`config.mk`:
```
export PLATFORM = sky130hd
export DESIGN_NAME = program_loader
export DESIGN_NICKNAME = d
export VERILOG_FILES = /design/src/rtl/program_loader_pkg.sv /design/src/rtl/program_loader.sv
export SDC_FILE = /design/constraint.sdc
export NUM_CORES = 1
export LEC_CHECK = 0
export ABC_AREA = 1
export CAP_MARGIN = 10
export CORE_UTILIZATION = 35
export CTS_CLUSTER_DIAMETER = 50
export DETAILED_ROUTE_END_ITERATION = 8
export PLACE_DENSITY = 0.63
export SYNTH_ARGS = -nofsm -noshare
export SYNTH_HDL_FRONTEND = slang
export SYNTH_SLANG_ARGS = --single-unit
```
`constraint.sdc`:
```
create_clock -name clk_i -period 2.9 [get_ports clk_i]
set_input_delay 0.87 -clock clk_i [delete_from_list [all_inputs] [get_ports clk_i]]
set_output_delay 0.87 -clock clk_i [all_outputs]
set_load 0.02 [all_outputs]
```
`src/rtl/program_loader_pkg.sv`:
```
// Shared definitions for the instruction-memory boot loader: widths, defaults,
// FSM state encoding and the write-address helper.
package program_loader_pkg;

    localparam int HALF_WORD = 16;
    localparam int WORD      = 16;
    localparam int LENGTH_W  = 16;

    localparam int unsigned    DEF_MAX_HALF_WORDS = 1024;
    localparam logic [WORD-1:0] DEF_START_ADDR    = 16'h0000;
    localparam logic [WORD-1:0] DEF_ADDR_STEP     = 16'h0002;

    typedef enum logic [2:0] {
        IDLE    = 3'd0,
        RECV_LO = 3'd1,
        RECV_HI = 3'd2,
        WRITE   = 3'd3,
        RUN     = 3'd4
    } loader_state_t;

    // Address of the n-th halfword; wraps modulo 2^WORD by construction.
    function automatic logic [WORD-1:0] halfword_addr(
        input logic [LENGTH_W-1:0] count,
        input logic [WORD-1:0]     start,
        input logic [WORD-1:0]     step
    );
        logic [WORD-1:0] offset;
        offset = WORD'(count) * step;
        return start + offset;
    endfunction

endpackage

```
`src/rtl/program_loader.sv`:
```
// Boot-time loader: packs a little-endian byte stream into halfwords, writes
// them to CPU program memory and holds the CPU in reset until the load ends.
module program_loader
    import program_loader_pkg::*;
#(
    parameter int unsigned     MAX_HALF_WORDS = DEF_MAX_HALF_WORDS,
    parameter logic [WORD-1:0] START_ADDR     = DEF_START_ADDR,
    parameter logic [WORD-1:0] ADDR_STEP      = DEF_ADDR_STEP
) (
    input  logic                 clk_i,
    input  logic                 reset_i,
    input  logic                 start_i,
    input  logic [LENGTH_W-1:0]  length_i,
    input  logic                 byte_valid_i,
    input  logic [7:0]           byte_data_i,
    output logic                 byte_ready_o,
    output logic                 program_mem_write_en_o,
    output logic [HALF_WORD-1:0] instruction_o,
    output logic [WORD-1:0]      instruction_addr_o,
    output logic                 cpu_reset_o,
    output logic                 busy_o,
    output logic                 done_o,
    output logic                 error_o
);

    localparam logic [LENGTH_W-1:0] MAX_LEN = LENGTH_W'(MAX_HALF_WORDS);

    loader_state_t        state_r;
    loader_state_t        next_state_s;
    logic [LENGTH_W-1:0]  count_r;
    logic [LENGTH_W-1:0]  next_count_s;
    logic [LENGTH_W-1:0]  length_r;
    logic [LENGTH_W-1:0]  next_length_s;
    logic [7:0]           lo_byte_r;
    logic [7:0]           next_lo_byte_s;
    logic [HALF_WORD-1:0] next_instr_s;
    logic [WORD-1:0]      next_addr_s;
    logic                 next_error_s;
    logic                 byte_take_s;
    logic [LENGTH_W-1:0]  count_inc_s;

    // Next-state, datapath and status decisions for the loader FSM.
    always_comb begin
        next_state_s   = state_r;
        next_count_s   = count_r;
        next_length_s  = length_r;
        next_lo_byte_s = lo_byte_r;
        next_instr_s   = instruction_o;
        next_addr_s    = instruction_addr_o;
        next_error_s   = error_o;
        byte_take_s    = byte_valid_i && byte_ready_o;
        count_inc_s    = count_r + 16'd1;
        case (state_r)
            IDLE, RUN: begin
                if (start_i) begin
                    if (length_i > MAX_LEN) begin
                        next_error_s = 1'b1;
                    end else begin
                        next_error_s  = 1'b0;
                        next_count_s  = 16'd0;
                        next_length_s = length_i;
                        next_state_s  = (length_i == 16'd0) ? RUN : RECV_LO;
                    end
                end else begin
                    next_state_s = state_r;
                end
            end
            RECV_LO: begin
                if (byte_take_s) begin
                    next_lo_byte_s = byte_data_i;
                    next_state_s   = RECV_HI;
                end else begin
                    next_state_s = RECV_LO;
                end
            end
            RECV_HI: begin
                // The instruction register only changes on entry to WRITE.
                if (byte_take_s) begin
                    next_instr_s = {byte_data_i, lo_byte_r};
                    next_addr_s  = halfword_addr(count_r, START_ADDR, ADDR_STEP);
                    next_state_s = WRITE;
                end else begin
                    next_state_s = RECV_HI;
                end
            end
            WRITE: begin
                next_count_s = count_inc_s;
                if (count_inc_s == length_r) begin
                    next_state_s = RUN;
                end else begin
                    next_state_s = RECV_LO;
                end
            end
            default: begin
                next_state_s = IDLE;
            end
        endcase
    end

    // State, datapath and registered outputs decoded from the upcoming state.
    always_ff @(posedge clk_i or posedge reset_i) begin
        if (reset_i) begin
            state_r                <= IDLE;
            count_r                <= 16'd0;
            length_r               <= 16'd0;
            lo_byte_r              <= 8'd0;
            instruction_o          <= 16'd0;
            instruction_addr_o     <= START_ADDR;
            error_o                <= 1'b0;
            byte_ready_o           <= 1'b0;
            program_mem_write_en_o <= 1'b0;
            busy_o                 <= 1'b0;
            cpu_reset_o            <= 1'b1;
            done_o                 <= 1'b0;
        end else begin
            state_r                <= next_state_s;
            count_r                <= next_count_s;
            length_r               <= next_length_s;
            lo_byte_r              <= next_lo_byte_s;
            instruction_o          <= next_instr_s;
            instruction_addr_o     <= next_addr_s;
            error_o                <= next_error_s;
            byte_ready_o           <= (next_state_s == RECV_LO) || (next_state_s == RECV_HI);
            program_mem_write_en_o <= (next_state_s == WRITE);
            busy_o                 <= (next_state_s == RECV_LO) || (next_state_s == RECV_HI) ||
                                      (next_state_s == WRITE);
            cpu_reset_o            <= (next_state_s != RUN);
            done_o                 <= (next_state_s == RUN);
        end
    end

endmodule

```
==> impl_metrics.env, run 1 <==
export IMPL_htreeDepth=3
export IMPL_fin_nets=559
export IMPL_cp_required_ps=2030
export IMPL_setup_tns_ps=0
export IMPL_synth_common_cells="nand2_1 (149), dfrtp_1 (79), inv_1 (56)"
export IMPL_synth_area_leaders="dfrtp_1 (52%), nand2_1 (15%), o21ai_0 (6.8%), inv_1 (5.6%), nand3_1 (4.0%)"
export IMPL_drc_errors=0
export IMPL_hpwl_um=6410
export IMPL_hold_viol=0
export IMPL_cts_tree="done"
export IMPL_p_leak_nw=2.37
export IMPL_worstMarginPinSlew_ps=569
export IMPL_crit_end="cpu_reset_o"
export IMPL_start_util_pct=36.4
export IMPL_max_stage_delay_ps=590
export IMPL_grt_pass1_vias=3027
export IMPL_fill_cells=1049
export IMPL_ys_types=32
export IMPL_run_status="finished clean"
export IMPL_grt_overflow=0
export IMPL_max_slew_margin_rel_pct=62.0
export IMPL_numPortBuffers=64
export IMPL_clockRootBuffer="clkbuf_8"
export IMPL_yosysWarnings=0
export IMPL_period_needed_ps=2340
export IMPL_startpoint="cpu_reset_o$_DFF_PP1_"
export IMPL_reg2reg_from="count_r[0]$_DFFE_PP0P_"
export IMPL_synth_top_area_share_pct=52.4
export IMPL_antenna_found_initial=0
export IMPL_die_h_um=106
export IMPL_cts_setup_buffers=0
export IMPL_yosysSeqAreaShare_pct=53.1
export IMPL_multi_input_area_sq_um=1490
export IMPL_track_usage_pct=16.2
export IMPL_peakVddDrop_mv=0.308
export IMPL_netlist_area_sq_um=3770
export IMPL_path_depth=1
export IMPL_synthCells=459
export IMPL_rsz0062_at_grt="false"
export IMPL_first_pass_iters=4
export IMPL_gp_congestion=0.814
export IMPL_viasPerCell=4.70
export IMPL_die_w_um=106
export IMPL_synth_edf_count=0
export IMPL_synth_top_area_cell="dfrtp_1"
export IMPL_grt_max_degree=36
export IMPL_drive_above_1_share_pct=9.35
export IMPL_syn_avg_cell_area_sq_um=8.22
export IMPL_grt_pass1_wl_um=14300
export IMPL_r2r_end="byte_ready_o$_DFF_PP0_"
export IMPL_drt_iter0_drc=240
export IMPL_yosysMostFrequentCell="nand2_1"
export IMPL_holdBufCountCts=0
export IMPL_r2r_slack_ps=740
export IMPL_rows=37
export IMPL_insertedDiodeCount=0
export IMPL_cts_buffers=9
export IMPL_maxCapViolCount=0
export IMPL_syn_to_final_growth_pct=27.5
export IMPL_ant_nets=0
export IMPL_crit_buf_inv=1
export IMPL_cp_start_kind="flip-flop"
export IMPL_post_cts_resized=0
export IMPL_path_clk_slew_ps=90
export IMPL_drv_slew=0
export IMPL_holdCritPathClass="reg -> reg"
export IMPL_reg2reg_depth=14
export IMPL_clk_path_buf_depth=2
export IMPL_num_vias=3151
export IMPL_finalClockSkew_ps=9.03
export IMPL_arrival_ps=1470
export IMPL_slowest_stage="clkdlybuf4s50_1"
export IMPL_drt_wl_total_um=8380
export IMPL_cp_cell_sequence="clkdlybuf4s50_1"
export IMPL_die_area_sq_um=11200
export IMPL_worstSkewPairLatency_ps=350
export IMPL_synth_ff_type="dfrtp_1"
export IMPL_crit_type="reg -> out"
export IMPL_fin_ws_ps=559
export IMPL_ys_seq_elements=80
export IMPL_setup_viol=0
export IMPL_crit_family="buffers and inverters"
export IMPL_syn_nets=488
export IMPL_finalCritPeriodShare_pct=80.7
export IMPL_synth_async_reset_ratio_pct=100
export IMPL_core_area_sq_um=10400
export IMPL_regArea_sq_um=2000
export IMPL_dp_slack_ps=326
export IMPL_drt_wirelength_per_cell_um=12.5
export IMPL_p_per_area_nw_per_um2=858
export IMPL_fmax_mhz=427
export IMPL_cts_sink_count=80
export IMPL_ioPinCount=66
export IMPL_crit_fanout=1
export IMPL_endpoint_kind="output pin"
==> flip-flops by register name, summed over array words and instances, names as in the netlist <==
| name | flops |
|---|---|
| instruction_o | 16 |
| state_r | 3 |
| cpu_reset_o | 1 |
| instruction_addr_o | 15 |
| busy_o | 1 |
| count_r | 16 |
| length_r | 16 |
| program_mem_write_en_o | 1 |
| error_o | 1 |
| done_o | 1 |
| byte_ready_o | 1 |
| lo_byte_r | 8 |
==> layer usage <==
layer / vias to the layer above / global-route usage, % / wire length (um)
met1: 1469 / 21.6 / 4030
met3: 10 / 3.90 / 378
li1: 1596 / - / -
met5: - / 0 / 0
met2: 76 / 25.6 / 3870
met4: 0 / 5.46 / 105
==> cells by family (layout without fill, tap and decap cells) <==
family	Yosys count	count (layout)	share of synthesized area, %
adder cells (fa/ha/maj)	1	1	0.332
AO/OA/AOI/OAI	64	64	8.86
XOR/XNOR	6	6	1.76
AND/OR/NAND/NOR	235	235	28.4
buffers and inverters	72	148	7.40
other	1	1	0.0994
flip-flops	80	80	53.1
==> placed cells by master (no fill, tap or decap), types with 2 or more instances in the layout <==
cell type / synthesis / final
buf_12: 0 / 3
buf_4: 2 / 4
clkbuf_8: 0 / 9
clkdlybuf4s50_1: 0 / 64
clkinv_4: 0 / 2
clkinvlp_4: 0 / 2
dfrtp_1: 79 / 79
inv_1: 56 / 55
inv_2: 5 / 5
inv_6: 0 / 4
nand2_1: 149 / 149
nand2_2: 5 / 5
nand3_1: 30 / 30
nand3_2: 2 / 2
nand3b_1: 4 / 4
nand4_1: 10 / 10
nor2_1: 17 / 17
nor2_2: 4 / 4
nor2_4: 5 / 5
nor3_1: 4 / 4
o21ai_0: 51 / 51
o21ai_1: 2 / 2
o22ai_1: 9 / 9
xnor2_1: 2 / 2
xor2_1: 3 / 3
==> report_power, final <==
part	total [mW]	internal, mW	switching [mW]
clock	0.774	0.326	0.448
combinational	1.66	0.670	0.992
sequential	1.69	1.42	0.264
==> stage by stage <==
step           hold slack, ps  cells  utilization (%)  instance area, sq um  power, mW
5_1_grt                   506    671             46.4                  4810       4.45
4_1_cts                   479    671             46.4                  4810       4.17
6_report                  473    671             46.4                  4810       4.13
2_1_floorplan             438    459                -                  3770       2.80
3_3_place_gp              456    655             44.6                  4630       3.33
3_5_place_dp              461    655             44.6                  4630       3.38
==> worst min-delay path: stages, from the launching register on <==
cell,delay (ps)
dfrtp_1,350
nand2_1,50
nand2_1,50
==> layout make-up <==
cell class	instances	area share, %
multi-input combinational	307	31.0
inverter	61	4.84
timing repair buffer	71	15.2
sequential	80	41.6
clock buffer	9	2.58
tap	136	3.54
clock inverter	7	1.25
==> how the worst min path moves through the flow <==
stage,start,end,slack (ps),cells after the start
after CTS,lo_byte_r[6]$_DFFE_PP0P_,instruction_o[6]$_DFFE_PP0P_,480,2
after global routing,instruction_o[1]$_DFFE_PP0P_,instruction_o[1]$_DFFE_PP0P_,510,2
after global placement,instruction_o[4]$_DFFE_PP0P_,instruction_o[4]$_DFFE_PP0P_,460,2
final,lo_byte_r[6]$_DFFE_PP0P_,instruction_o[6]$_DFFE_PP0P_,470,2
after detailed placement,lo_byte_r[1]$_DFFE_PP0P_,instruction_o[1]$_DFFE_PP0P_,460,2
after floorplan,length_r[11]$_DFFE_PP0P_,length_r[11]$_DFFE_PP0P_,440,2
Note: power is estimated with default switching activity, not from simulation.
==> run 2: changes to the inputs <==
==> constraint.sdc (replaced) <==
create_clock -name clk_i -period 2.05 [get_ports clk_i]
set_input_delay 0.615 -clock clk_i [delete_from_list [all_inputs] [get_ports clk_i]]
set_output_delay 0.615 -clock clk_i [all_outputs]
set_load 0.02 [all_outputs]
==> impl_metrics.env, run 2 (synthesis results as in run 1) <==
export IMPL_run_status="finished clean"
export IMPL_drt_wirelength_per_cell_um=12.4
export IMPL_drc_errors=0
export IMPL_crit_buf_inv=1
export IMPL_rsz0062_at_grt="true"
export IMPL_clockRootBuffer="clkbuf_8"
export IMPL_htreeDepth=3
export IMPL_cts_setup_buffers=0
export IMPL_num_vias=3207
export IMPL_first_pass_iters=4
export IMPL_setup_viol=0
export IMPL_gp_congestion=0.820
export IMPL_path_clk_slew_ps=90
export IMPL_fmax_mhz=511
export IMPL_peakVddDrop_mv=0.447
export IMPL_final_cells=687
export IMPL_grt_max_degree=53
export IMPL_switching_share_pct=41.2
export IMPL_grt_overflow=0
export IMPL_top_regs="count_r x16, instruction_o x16, length_r x16"
export IMPL_drv_slew=0
export IMPL_insertedDiodeCount=0
export IMPL_die_area_sq_um=11200
export IMPL_cts_sink_count=80
export IMPL_core_area_sq_um=10400
export IMPL_max_stage_delay_ps=610
export IMPL_die_w_um=106
export IMPL_hpwl_um=6360
export IMPL_fin_nets=575
export IMPL_p_int_mw=3.51
export IMPL_layout_commonest_cell="nand2_1"
export IMPL_drive_above_1_share_pct=12.5
export IMPL_setup_tns_ps=0
export IMPL_drt_wl_total_um=8490
export IMPL_finalClockSkew_ps=7.10
export IMPL_drt_iter0_drc=185
export IMPL_finalCritPeriodShare_pct=95.4
export IMPL_p_per_area_nw_per_um2=1200
export IMPL_most_common_layout_cells="nand2_1 (148), dfrtp_1 (79), clkdlybuf4s50_1 (63), inv_1 (55), o21ai_0 (51)"
export IMPL_grt_pass1_wl_um=14800
export IMPL_cp_start_kind="flip-flop"
export IMPL_crit_family="buffers and inverters"
export IMPL_period_needed_ps=1960
export IMPL_worstSkewPairLatency_ps=360
export IMPL_power_frac_clock_pct=18.3
export IMPL_rows=37
export IMPL_cts_tree="done"
export IMPL_start_util_pct=36.4
export IMPL_ant_nets=0
export IMPL_holdCritPathClass="reg -> reg"
export IMPL_maxCapViolCount=0
export IMPL_arrival_ps=1340
export IMPL_place_inst=670
export IMPL_holdBufCountCts=0
export IMPL_combPwrFrac_pct=41.8
export IMPL_cp_cell_sequence="clkdlybuf4s50_1"
export IMPL_crit_fanout=2
export IMPL_p_sw_mw=2.46
export IMPL_p_leak_nw=2.44
export IMPL_clk_path_buf_depth=2
export IMPL_syn_to_final_growth_pct=31.7
export IMPL_antenna_found_initial=0
export IMPL_p_seq_share_pct=39.9
export IMPL_cp_required_ps=1430
export IMPL_endpoint_kind="output pin"
export IMPL_viasPerCell=4.67
export IMPL_cts_buffers=9
export IMPL_grt_pass1_vias=3163
export IMPL_ioPinCount=66
export IMPL_numPortBuffers=64
export IMPL_hold_viol=0
export IMPL_slowest_stage="clkdlybuf4s50_1"
export IMPL_crit_type="reg -> out"
export IMPL_die_h_um=106
export IMPL_track_usage_pct=16.7
-- run 2: repair_timing --
action                                  4_1_cts  5_1_grt
gates cloned                                  0        1
resized for setup                             1        5
endpoints found under the setup margin        1        6
pin swaps                                     0        1
-- run 2: layout make-up --
class	count	area [sq um]
flip-flops and latches	80	2000
fillers	1040	5410
clock buffers	9	124
well taps	136	170
repair buffers	86	855
clock inverters	7	60.1
multi-input cells	308	1520
inverters	61	233
-- run 2: per-stage QoR --
stage	hold WS, ps	total power [mW]	area, sq um	utilization, %	worst slack [ps]
final	473	5.97	4960	47.9	94.4
after global routing	513	6.48	4960	47.9	-98.2
after CTS	480	5.94	4930	47.6	64.2
after detailed placement	458	4.83	4750	45.8	-162
after global placement	455	4.75	4750	45.8	-96.5
after floorplan	438	3.96	3770	-	266
-- run 2: worst paths after layout --
| check | startpoint | endpoint | slack (ps) | cells after the start |
|---|---|---|---|---|
| max | instruction_o[1]$_DFFE_PP0P_ | instruction_o[1] | 90 | 1 |
| min | instruction_o[3]$_DFFE_PP0P_ | instruction_o[3]$_DFFE_PP0P_ | 470 | 2 |
| max reg2reg | count_r[0]$_DFFE_PP0P_ | byte_ready_o$_DFF_PP0_ | 120 | 16 |
| min reg2reg | instruction_o[3]$_DFFE_PP0P_ | instruction_o[3]$_DFFE_PP0P_ | 470 | 2 |
| max in group asynchronous | reset_i | cpu_reset_o$_DFF_PP1_ | 960 | 3 |
| min in group asynchronous | reset_i | instruction_addr_o[9]$_DFFE_PP0P_ | 590 | 2 |
-- run 2: per-layer routing --
metal  GRT usage (%)  vias to the layer above  share of wire (%)
li1                -                     1637                  -
met1            23.1                     1495                 49
met2            26.1                       71                 45
met3            3.90                        4                4.7
met4            4.96                        0               0.86
met5               0                        -                  0
-- run 2: power by group through the flow --
stage,Combinational (mW),Sequential (mW),Clock (mW)
after floorplan,1.42,2.54,0
after global placement,2.37,2.38,0
after detailed placement,2.43,2.40,0
after CTS,2.44,2.37,1.14
after global routing,2.82,2.45,1.21
final,2.49,2.38,1.09
==> run 3: changes to the inputs <==
--- a/config.mk
+++ b/config.mk
@@ -10,7 +10,7 @@
 export CORE_UTILIZATION = 35
 export CTS_CLUSTER_DIAMETER = 50
 export DETAILED_ROUTE_END_ITERATION = 8
-export PLACE_DENSITY = 0.63
+export PLACE_DENSITY = 0.61
 export SYNTH_ARGS = -nofsm -noshare
 export SYNTH_HDL_FRONTEND = slang
 export SYNTH_SLANG_ARGS = --single-unit
==> constraint.sdc (replaced) <==
create_clock -name clk_i -period 1.8 [get_ports clk_i]
set_input_delay 0.54 -clock clk_i [delete_from_list [all_inputs] [get_ports clk_i]]
set_output_delay 0.54 -clock clk_i [all_outputs]
set_load 0.02 [all_outputs]
==> impl_metrics.env, run 3 (synthesis results as in run 1) <==
export IMPL_cp_common_cell="nand2_1"
export IMPL_die_area_sq_um=11200
export IMPL_setup_tns_ps=-631
export IMPL_maxCapViolCount=0
export IMPL_clk_path_buf_depth=2
export IMPL_period_needed_ps=1990
export IMPL_grt_overflow=0
export IMPL_die_w_um=106
export IMPL_ant_nets=0
export IMPL_violations="setup timing"
export IMPL_drt_wl_total_um=9030
export IMPL_crit_fanout=5
export IMPL_multi_input_area_sq_um=1600
export IMPL_numPortBuffers=64
export IMPL_drive_above_1_share_pct=18.6
export IMPL_peakVddDrop_mv=0.609
export IMPL_fill_cells=1016
export IMPL_setup_viol=6
export IMPL_finalCritPeriodShare_pct=111
export IMPL_worstSkewPairLatency_ps=370
export IMPL_cp_start_kind="flip-flop"
export IMPL_core_area_sq_um=10400
export IMPL_clockRootBuffer="clkbuf_8"
export IMPL_cp_required_ps=2060
export IMPL_cp_cell_sequence="ha_4 > nand2_4 > nor2_4 > nand3_2 > nand2_2 > nand2_2 > nand2_1 > nand2_1 > nor2_1 > nand2_1 > nor2_2 > nand2_1 > nand2_2 > nand2_2 > nand2_1 > nand2_1"
export IMPL_p_per_area_nw_per_um2=1410
export IMPL_ioPinCount=66
export IMPL_grt_max_degree=50
export IMPL_cts_sink_count=80
export IMPL_die_h_um=106
export IMPL_cts_buffers=9
export IMPL_drv_slew=0
export IMPL_drt_wirelength_per_cell_um=12.7
export IMPL_slowest_stage="dfrtp_1"
export IMPL_track_usage_pct=17.2
export IMPL_p_leak_nw=2.76
export IMPL_fin_nets=599
export IMPL_regArea_sq_um=2000
export IMPL_rows=37
export IMPL_viasPerCell=4.70
export IMPL_grt_pass1_wl_um=15100
export IMPL_rsz0062_at_grt="true"
export IMPL_first_pass_iters=4
export IMPL_hold_viol=0
export IMPL_drt_iter0_drc=169
export IMPL_dp_slack_ps=-343
export IMPL_syn_to_final_growth_pct=39.0
export IMPL_final_cells=711
export IMPL_insertedDiodeCount=0
export IMPL_gp_congestion=0.797
export IMPL_antenna_found_initial=0
export IMPL_fmax_mhz=502
export IMPL_finalClockSkew_ps=7.15
export IMPL_drc_errors=0
export IMPL_num_vias=3340
export IMPL_place_inst=680
export IMPL_most_common_layout_cells="nand2_1 (142), dfrtp_1 (78), inv_1 (54), o21ai_0 (50)"
export IMPL_htreeDepth=3
export IMPL_arrival_ps=2250
export IMPL_endpoint_kind="flip-flop"
export IMPL_start_util_pct=36.4
export IMPL_holdCritPathClass="reg -> reg"
export IMPL_cts_tree="done"
export IMPL_path_clk_slew_ps=90
export IMPL_run_status="complete, but fails checks"
export IMPL_crit_type="reg -> reg"
export IMPL_grt_pass1_vias=3173
export IMPL_max_stage_delay_ps=430
export IMPL_layout_commonest_cell="nand2_1"
export IMPL_fin_ws_ps=-193
export IMPL_holdBufCountCts=0
export IMPL_top_regs="count_r x16, instruction_o x16, length_r x16"
export IMPL_hpwl_um=6170
[run 3: changes by cell type in the layout (fill, tap and decap cells not counted), moves of 2 or more]
cell / delta
nand3_1: -3
clkdlybuf4s50_1: -36
nand2_1: -6
buf_4: +19
buf_2: +2
buf_6: +3
nand3_4: +3
nand2_2: +4
bufinv_16: +2
nand2_4: +2
clkinvlp_4: -3
dlygate4sd2_1: +36
[run 3: final timing paths]
| check | from | to | slack, ps | depth (start not counted) |
|---|---|---|---|---|
| max in group asynchronous | reset_i | length_r[2]$_DFFE_PP0P_ | 830 | 3 |
| min in group asynchronous | reset_i | instruction_addr_o[9]$_DFFE_PP0P_ | 590 | 3 |
| worst min register to register | instruction_o[5]$_DFFE_PP0P_ | instruction_o[5]$_DFFE_PP0P_ | 470 | 2 |
| worst min-delay path | instruction_o[5]$_DFFE_PP0P_ | instruction_o[5]$_DFFE_PP0P_ | 470 | 2 |
| worst max-delay path | count_r[0]$_DFFE_PP0P_ | byte_ready_o$_DFF_PP0_ | -190 | 16 |
| worst max register to register | count_r[0]$_DFFE_PP0P_ | byte_ready_o$_DFF_PP0_ | -190 | 16 |
[run 3: power by group]
group / total [mW] / switching, mW / internal, mW
registers: 2.73 / 0.430 / 2.30
clock network: 1.54 / 0.734 / 0.810
logic: 3.12 / 1.80 / 1.31
total: 7.39 / 2.97 / 4.42
[run 3: worst max-delay path, delay by kind of cell, from the launching register on]
kind                     cells  cell delay, ps
AND/OR/NAND/NOR             15            1250
flip-flops                   1             430
adder cells (fa/ha/maj)      1             200
[run 3: area by class of cell]
| class | instances | area share (%) |
|---|---|---|
| flip-flops and latches | 80 | 38.3 |
| multi-input cells | 308 | 30.6 |
| repair buffers | 110 | 19.1 |
| inverters | 61 | 4.44 |
| well taps | 136 | 3.25 |
| clock buffers | 9 | 2.36 |
| clock inverters | 7 | 2.03 |
[run 3: layer usage]
metal | routed length, um | track usage (%) | vias up
met2 | 4200 | 26.8 | 89
met5 | 0 | 0 | -
li1 | - | - | 1692
met4 | 151 | 7.24 | 0
met3 | 515 | 3.34 | 11
met1 | 4160 | 23.3 | 1548
[run 3: what timing repair did]
action / 4_1_cts / 5_1_grt
gates resized for setup: 48 / 18
setup endpoints to repair: 43 / 38
cloned: 1 / 3
buffers inserted: 5 / 6
pin swaps: 4 / 15
[run 3: stage by stage]
stage / util (%) / total power, mW / instance area (sq um) / hold WS [ps]
finish: 50.5 / 7.39 / 5240 / 470
global route: 50.5 / 7.94 / 5240 / 512
CTS: 49.1 / 7.25 / 5090 / 475
detailed placement: 46.4 / 5.65 / 4810 / 459
global placement: 46.4 / 5.56 / 4810 / 456
floorplan: - / 4.51 / 3770 / 438
